<file path="config.mk">
export PLATFORM = sky130hd
export DESIGN_NAME = ws_frame_scheduler
export DESIGN_NICKNAME = d
export VERILOG_FILES = /design/src/rtl/ws_frame_scheduler.sv
export SDC_FILE = /design/constraint.sdc
export NUM_CORES = 1
export LEC_CHECK = 0
export CAP_MARGIN = 20
export CORE_MARGIN = 2
export CORE_UTILIZATION = 45
export DETAILED_ROUTE_END_ITERATION = 8
export DONT_BUFFER_PORTS = 1
export GPL_TIMING_DRIVEN = 0
export SLEW_MARGIN = 30
export SYNTH_ARGS = -nofsm -noshare
export SYNTH_HDL_FRONTEND = slang
export SYNTH_SLANG_ARGS = --single-unit
export TNS_END_PERCENT = 100
</file>
<file path="constraint.sdc">
create_clock -name hwclk_i -period 4.6 [get_ports hwclk_i]
set_input_delay 0.46 -clock hwclk_i [delete_from_list [all_inputs] [get_ports hwclk_i]]
set_output_delay 0.46 -clock hwclk_i [all_outputs]
set_load 0.05 [all_outputs]
</file>
<file path="src/rtl/ws_frame_scheduler.sv">
// Frame scheduler for the ws2812 driver of the 16-pixel binary clock.
// Builds the pixel mask from BCD digits, snapshots mask/colour and paces frame strokes.
//
//  state      | meaning
//  -----------+-----------------------------------------------------
//  INIT       | ws_reset held high for INIT_CYCLES after reset
//  IDLE       | waiting for a change, pending change or refresh expiry
//  LOAD       | snapshot next mask and colour shadow
//  WRITE      | one-cycle ws_write stroke
//  WAIT_BUSY  | waiting for the driver to raise ws_busy
//  WAIT_DONE  | frame shifting out, waiting for ws_busy to fall
//  GAP        | post-frame latch gap of GAP_CYCLES
module ws_frame_scheduler #(
    parameter int unsigned NUM_LEDS    = 16,
    parameter int unsigned INIT_CYCLES = 600,
    parameter int unsigned GAP_CYCLES  = 720,
    parameter int unsigned REFRESH_CYC = 12000000,
    parameter int unsigned BUSY_TMO    = 16,
    parameter logic [23:0] COLOUR_RST  = 24'h101010
) (
    input  logic                hwclk_i,
    input  logic                reset_i,
    input  logic [23:0]         digits_i,
    input  logic                show_hours_i,
    input  logic [23:0]         colour_in_i,
    input  logic                colour_we_i,
    input  logic                ws_busy_i,
    output logic                ws_write_o,
    output logic                ws_reset_o,
    output logic [NUM_LEDS-1:0] led_mask_o,
    output logic [23:0]         rgb_colour_o,
    output logic                pending_o,
    output logic                ws_err_o
);

    localparam logic [2:0] S_INIT      = 3'd0;
    localparam logic [2:0] S_IDLE      = 3'd1;
    localparam logic [2:0] S_LOAD      = 3'd2;
    localparam logic [2:0] S_WRITE     = 3'd3;
    localparam logic [2:0] S_WAIT_BUSY = 3'd4;
    localparam logic [2:0] S_WAIT_DONE = 3'd5;
    localparam logic [2:0] S_GAP       = 3'd6;

    localparam int unsigned CNT_MAX_IG = (INIT_CYCLES > GAP_CYCLES) ? INIT_CYCLES : GAP_CYCLES;
    localparam int unsigned CNT_MAX    = (CNT_MAX_IG > BUSY_TMO) ? CNT_MAX_IG : BUSY_TMO;
    localparam int unsigned CNT_W      = $clog2(CNT_MAX + 1);
    localparam int unsigned REF_W      = $clog2(REFRESH_CYC);

    localparam logic [CNT_W-1:0] INIT_LAST = CNT_W'(INIT_CYCLES - 1);
    localparam logic [CNT_W-1:0] GAP_LAST  = CNT_W'(GAP_CYCLES - 1);
    // ws_err becomes visible exactly BUSY_TMO cycles after the write stroke
    localparam logic [CNT_W-1:0] BUSY_LAST = CNT_W'(BUSY_TMO - 2);
    localparam logic [REF_W-1:0] REF_LAST  = REF_W'(REFRESH_CYC - 1);

    logic [2:0]          state_q, state_d;
    logic [CNT_W-1:0]    cnt_q, cnt_d;
    logic [REF_W-1:0]    ref_q, ref_d;
    logic [NUM_LEDS-1:0] mask_q, mask_d;
    logic [23:0]         colour_q, colour_d;
    logic [23:0]         shadow_q, shadow_d;
    logic                pending_q, pending_d;
    logic                err_q, err_d;

    logic [NUM_LEDS-1:0] next_mask;
    logic                refresh_exp;
    logic                trigger;

    always_comb begin
        next_mask = show_hours_i ? digits_i[23:8] : digits_i[15:0];
    end

    always_comb begin
        refresh_exp = (state_q == S_IDLE) && (ref_q == REF_LAST);
        trigger     = (next_mask != mask_q) || (shadow_q != colour_q) || refresh_exp;
    end

    always_comb begin
        state_d   = state_q;
        cnt_d     = cnt_q;
        ref_d     = ref_q;
        mask_d    = mask_q;
        colour_d  = colour_q;
        shadow_d  = colour_we_i ? colour_in_i : shadow_q;
        pending_d = pending_q;
        err_d     = err_q;

        case (state_q)
            S_INIT: begin
                if (cnt_q == INIT_LAST) begin
                    state_d = S_LOAD;
                    cnt_d   = '0;
                end else begin
                    cnt_d = cnt_q + CNT_W'(1);
                end
            end
            S_IDLE: begin
                if (ref_q != REF_LAST) begin
                    ref_d = ref_q + REF_W'(1);
                end
                // a stray busy from the driver defers the frame rather than dropping it
                if ((trigger || pending_q) && !ws_busy_i) begin
                    state_d = S_LOAD;
                end
            end
            S_LOAD: begin
                mask_d   = next_mask;
                colour_d = shadow_q;
                ref_d    = '0;
                state_d  = S_WRITE;
            end
            S_WRITE: begin
                if (!ws_busy_i) begin
                    state_d = S_WAIT_BUSY;
                    cnt_d   = '0;
                end
            end
            S_WAIT_BUSY: begin
                if (ws_busy_i) begin
                    state_d = S_WAIT_DONE;
                    cnt_d   = '0;
                end else if (cnt_q == BUSY_LAST) begin
                    err_d   = 1'b1;
                    state_d = S_GAP;
                    cnt_d   = '0;
                end else begin
                    cnt_d = cnt_q + CNT_W'(1);
                end
            end
            S_WAIT_DONE: begin
                if (!ws_busy_i) begin
                    state_d = S_GAP;
                    cnt_d   = '0;
                end
            end
            S_GAP: begin
                if (cnt_q == GAP_LAST) begin
                    state_d = S_IDLE;
                    cnt_d   = '0;
                end else begin
                    cnt_d = cnt_q + CNT_W'(1);
                end
            end
            default: begin
                state_d = S_INIT;
                cnt_d   = '0;
            end
        endcase

        if (state_d == S_LOAD) begin
            pending_d = 1'b0;
        end else if (trigger && (state_q != S_IDLE) && (state_q != S_LOAD)) begin
            pending_d = 1'b1;
        end
    end

    always_ff @(posedge hwclk_i) begin
        if (reset_i) begin
            state_q   <= S_INIT;
            cnt_q     <= '0;
            ref_q     <= '0;
            mask_q    <= '0;
            colour_q  <= COLOUR_RST;
            shadow_q  <= COLOUR_RST;
            pending_q <= 1'b0;
            err_q     <= 1'b0;
        end else begin
            state_q   <= state_d;
            cnt_q     <= cnt_d;
            ref_q     <= ref_d;
            mask_q    <= mask_d;
            colour_q  <= colour_d;
            shadow_q  <= shadow_d;
            pending_q <= pending_d;
            err_q     <= err_d;
        end
    end

    assign ws_reset_o   = (state_q == S_INIT);
    assign ws_write_o   = (state_q == S_WRITE) && !ws_busy_i;
    assign led_mask_o   = mask_q;
    assign rgb_colour_o = colour_q;
    assign pending_o    = pending_q;
    assign ws_err_o     = err_q;

endmodule

</file>
==> results.json <==
{
  "synth_area_um2": 4959,
  "io_buffers": 0,
  "start_util": 0.4594,
  "rsz0062_at_grt": "no",
  "fp-row-count": 38,
  "antenna_found_initial": 0,
  "clock_skew_ns": 0.01288,
  "grt_pass1_vias": 3781,
  "viasPerCell": 5.568,
  "grt_pass1_wl_mm": 19.42,
  "max_slew_margin": 0.3803,
  "yosys.area.top_type": "dfxtp_1",
  "crit_chain": "xor2_1 -> nor4_1 -> nand4_1 -> nor4_1 -> a21boi_0",
  "power_density_nw_per_um2": 505.7,
  "fin_crit_ns": 2.471,
  "final-seq-area_um2": 2062,
  "synth_most_common_cell": "dfxtp_1",
  "crit_type": "flip-flop to flip-flop",
  "fin_util": 0.4949,
  "die_h_um": 109.0,
  "tightest_slew_ns": 0.9210,
  "crit_fanout": 3,
  "switching_share": 0.4466,
  "critPathLaunchType": "flip-flop",
  "power.share.clock": 0.211,
  "final.period_utilization": 0.5371,
  "dieArea_um2": 11870,
  "drtIter0Drc": 218,
  "p_leak_nw": 1.949,
  "multi_input_area_um2": 2749,
  "power_frac_seq": 0.523,
  "p_int_mw": 1.495,
  "post-route-drc-count": 0,
  "routedWlPerCell_um": 16.87,
  "finalSetupTns_ns": 0,
  "synth_edf_count": 0,
  "clockRootBuffer": "clkbuf_8",
  "tritoncts": "built",
  "place_congestion": 0.8928,
  "crit_path_max_incr_delay_ns": 0.73,
  "hold_path_class": "primary input to flip-flop",
  "synth_area_per_cell_um2": 8.730,
  "nets": 636,
  "synthArstFlopShare": 0,
  "ir_drop_mv": 0.3506,
  "die_w_um": 109.0,
  "synth_flop_cell": "dfxtp_1",
  "overflow": 0,
  "cp-end-kind": "flip-flop",
  "diodes": 0,
  "cts_setup_buffers": 0,
  "cts_htree_levels": 3,
  "vias": 4037,
  "hpwl_mm": 8.969,
  "clkSinkCount": 103,
  "cts_resized": 0,
  "track_usage": 0.2113,
  "synth_top_area_frac": 0.4158,
  "cp.required_ns": 4.83,
  "yosysSeqAreaShare": 0.4158,
  "outcome": "complete, no violations",
  "ys_types": 53,
  "ys_top_cells_by_area": "dfxtp_1 (42%), xor2_1 (7.8%), mux2i_1 (7.7%)",
  "synth.net_count": 624,
  "cts_buffer_depth": 2,
  "dr.pass1.iters": 4,
  "arrival_ns": 2.70,
  "fillers": 1021,
  "power.switching_mw": 1.206,
  "postCtsHoldBufs": 0,
  "synthCells": 568,
  "hold_viol_final": 0,
  "critPathMostFrequentCell": "nor4_1",
  "clock_latency_ns": 0.37,
  "slowest_stage": "dfxtp_1",
  "core_area_um2": 10790,
  "drv_cap": 0,
  "synthTopCellsByCount": "dfxtp_1 (103), nor2_1 (81), nand2_1 (60)",
  "synth-seq-cells": 103,
  "ant_nets": 0,
  "num_io_pins": 97,
  "pwr-share-comb": 0.265,
  "areaGrowthSynthToFinish_pct": 7.721,
  "fmax_mhz": 404.7,
  "drt-total-wl_mm": 12.23,
  "numCtsBuffers": 9,
  "slew_viol_final": 0,
  "layout-drive-gt1-share": 0.05983,
  "path_clk_slew_ns": 0.11,
  "grt_max_degree": 19,
  "synth_warnings": 0,
  "setup_violations": 0
}
[cell families (layout without fill, tap and decap cells)]
group                    count (synthesis)  in the layout  synth area share
adder cells (fa/ha/maj)                  3              3          0.007571
AND/OR/NAND/NOR                        237            237            0.2385
flip-flops                             103            103            0.4158
XOR/XNOR                                71             71            0.1254
buffers and inverters                   39             56           0.03078
multiplexers                            38             38           0.07671
AO/OA/AOI/OAI                           77             77            0.1052
[cell usage in the layout (no fill, tap or decap), drive strengths merged, types with 3 or more instances in the layout]
cell type,synthesis,routed
nand3,14,14
and2,5,5
o21ai,3,3
mux2i,38,38
nor2b,3,3
a211o,3,3
xor2,44,44
o31ai,3,3
a2111oi,5,5
a211oi,20,20
ha,3,3
a31oi,3,3
buf,9,10
xnor2,27,27
nand2,60,60
clkbuf,24,35
or4b,3,3
nor2,81,81
nand3b,4,4
inv,6,9
nand4,13,13
and3,3,3
dfxtp,103,103
or4,3,3
nor3,11,11
nand2b,3,3
nor4,18,18
nor4b,3,3
a21oi,27,27
[per-stage QoR]
step / setup slack, ns / std cells / area (um2) / power, mW / hold slack (ns)
floorplan: 2.389 / 568 / 4959 / 1.944 / 0.4560
global placement: 1.966 / 708 / 5134 / 2.133 / 0.4630
detailed placement: 1.923 / 709 / 5142 / 2.157 / 0.4748
CTS: 2.070 / 725 / 5341 / 2.727 / 0.1894
global route: 1.912 / 725 / 5341 / 2.847 / 0.1933
finish: 2.129 / 725 / 5341 / 2.701 / 0.2041
[critical path: cells and delay by family (launching register included)]
family	cells	cell delay, ns
and+or+nand+nor	3	1.27
DFF	1	0.73
AOI/OAI and AO/OA	1	0.18
xor gates and xnor gates	1	0.15
[path summary, 6_finish.rpt]
kind	to	cells past startpoint	start	slack [ns]
hold reg to reg	rgb_colour_o[10]$_SDFFE_PP0N_	2	shadow_q[10]$_SDFFE_PP0P_	0.49
setup reg to reg	pending_o$_SDFFE_PP0P_	5	rgb_colour_o[3]$_SDFFE_PP0N_	2.13
hold / removal	shadow_q[4]$_SDFFE_PP1P_	1	colour_in_i[4]	0.20
setup / recovery	pending_o$_SDFFE_PP0P_	5	rgb_colour_o[3]$_SDFFE_PP0N_	2.13
[metal layers]
layer,part of all wire,GRT usage,wire [um]
met1,0.45,0.2746,5501
met2,0.46,0.3358,5659
met3,0.072,0.06814,879
met4,0.016,0.06044,191
met5,0,0,0
[layout make-up]
cell class	count	share of cell area
Buffer	33	0.02436
Clock buffer	11	0.02834
Clock inverter	5	0.008901
Inverter	6	0.004216
Multi-Input combinational cell	426	0.5146
Sequential cell	103	0.3860
Tap cell	140	0.03279
Timing Repair Buffer	1	0.0007027
[power by group through the flow]
stage | clock network, mW | logic [mW] | registers (mW)
final | 0.571 | 0.717 | 1.41
after global routing | 0.616 | 0.798 | 1.43
after CTS | 0.588 | 0.724 | 1.41
after detailed placement | 0 | 0.720 | 1.44
after global placement | 0 | 0.700 | 1.43
after floorplan | 0 | 0.546 | 1.40
[registers in the layout, summed over array words and instances (netlist names)]
signal        flops
cnt_q            10
led_mask_o       16
shadow_q         24
ref_q            24
pending_o         1
rgb_colour_o     24
ws_err_o          1
state_q           3
Note: power is estimated with default switching activity, not from simulation.
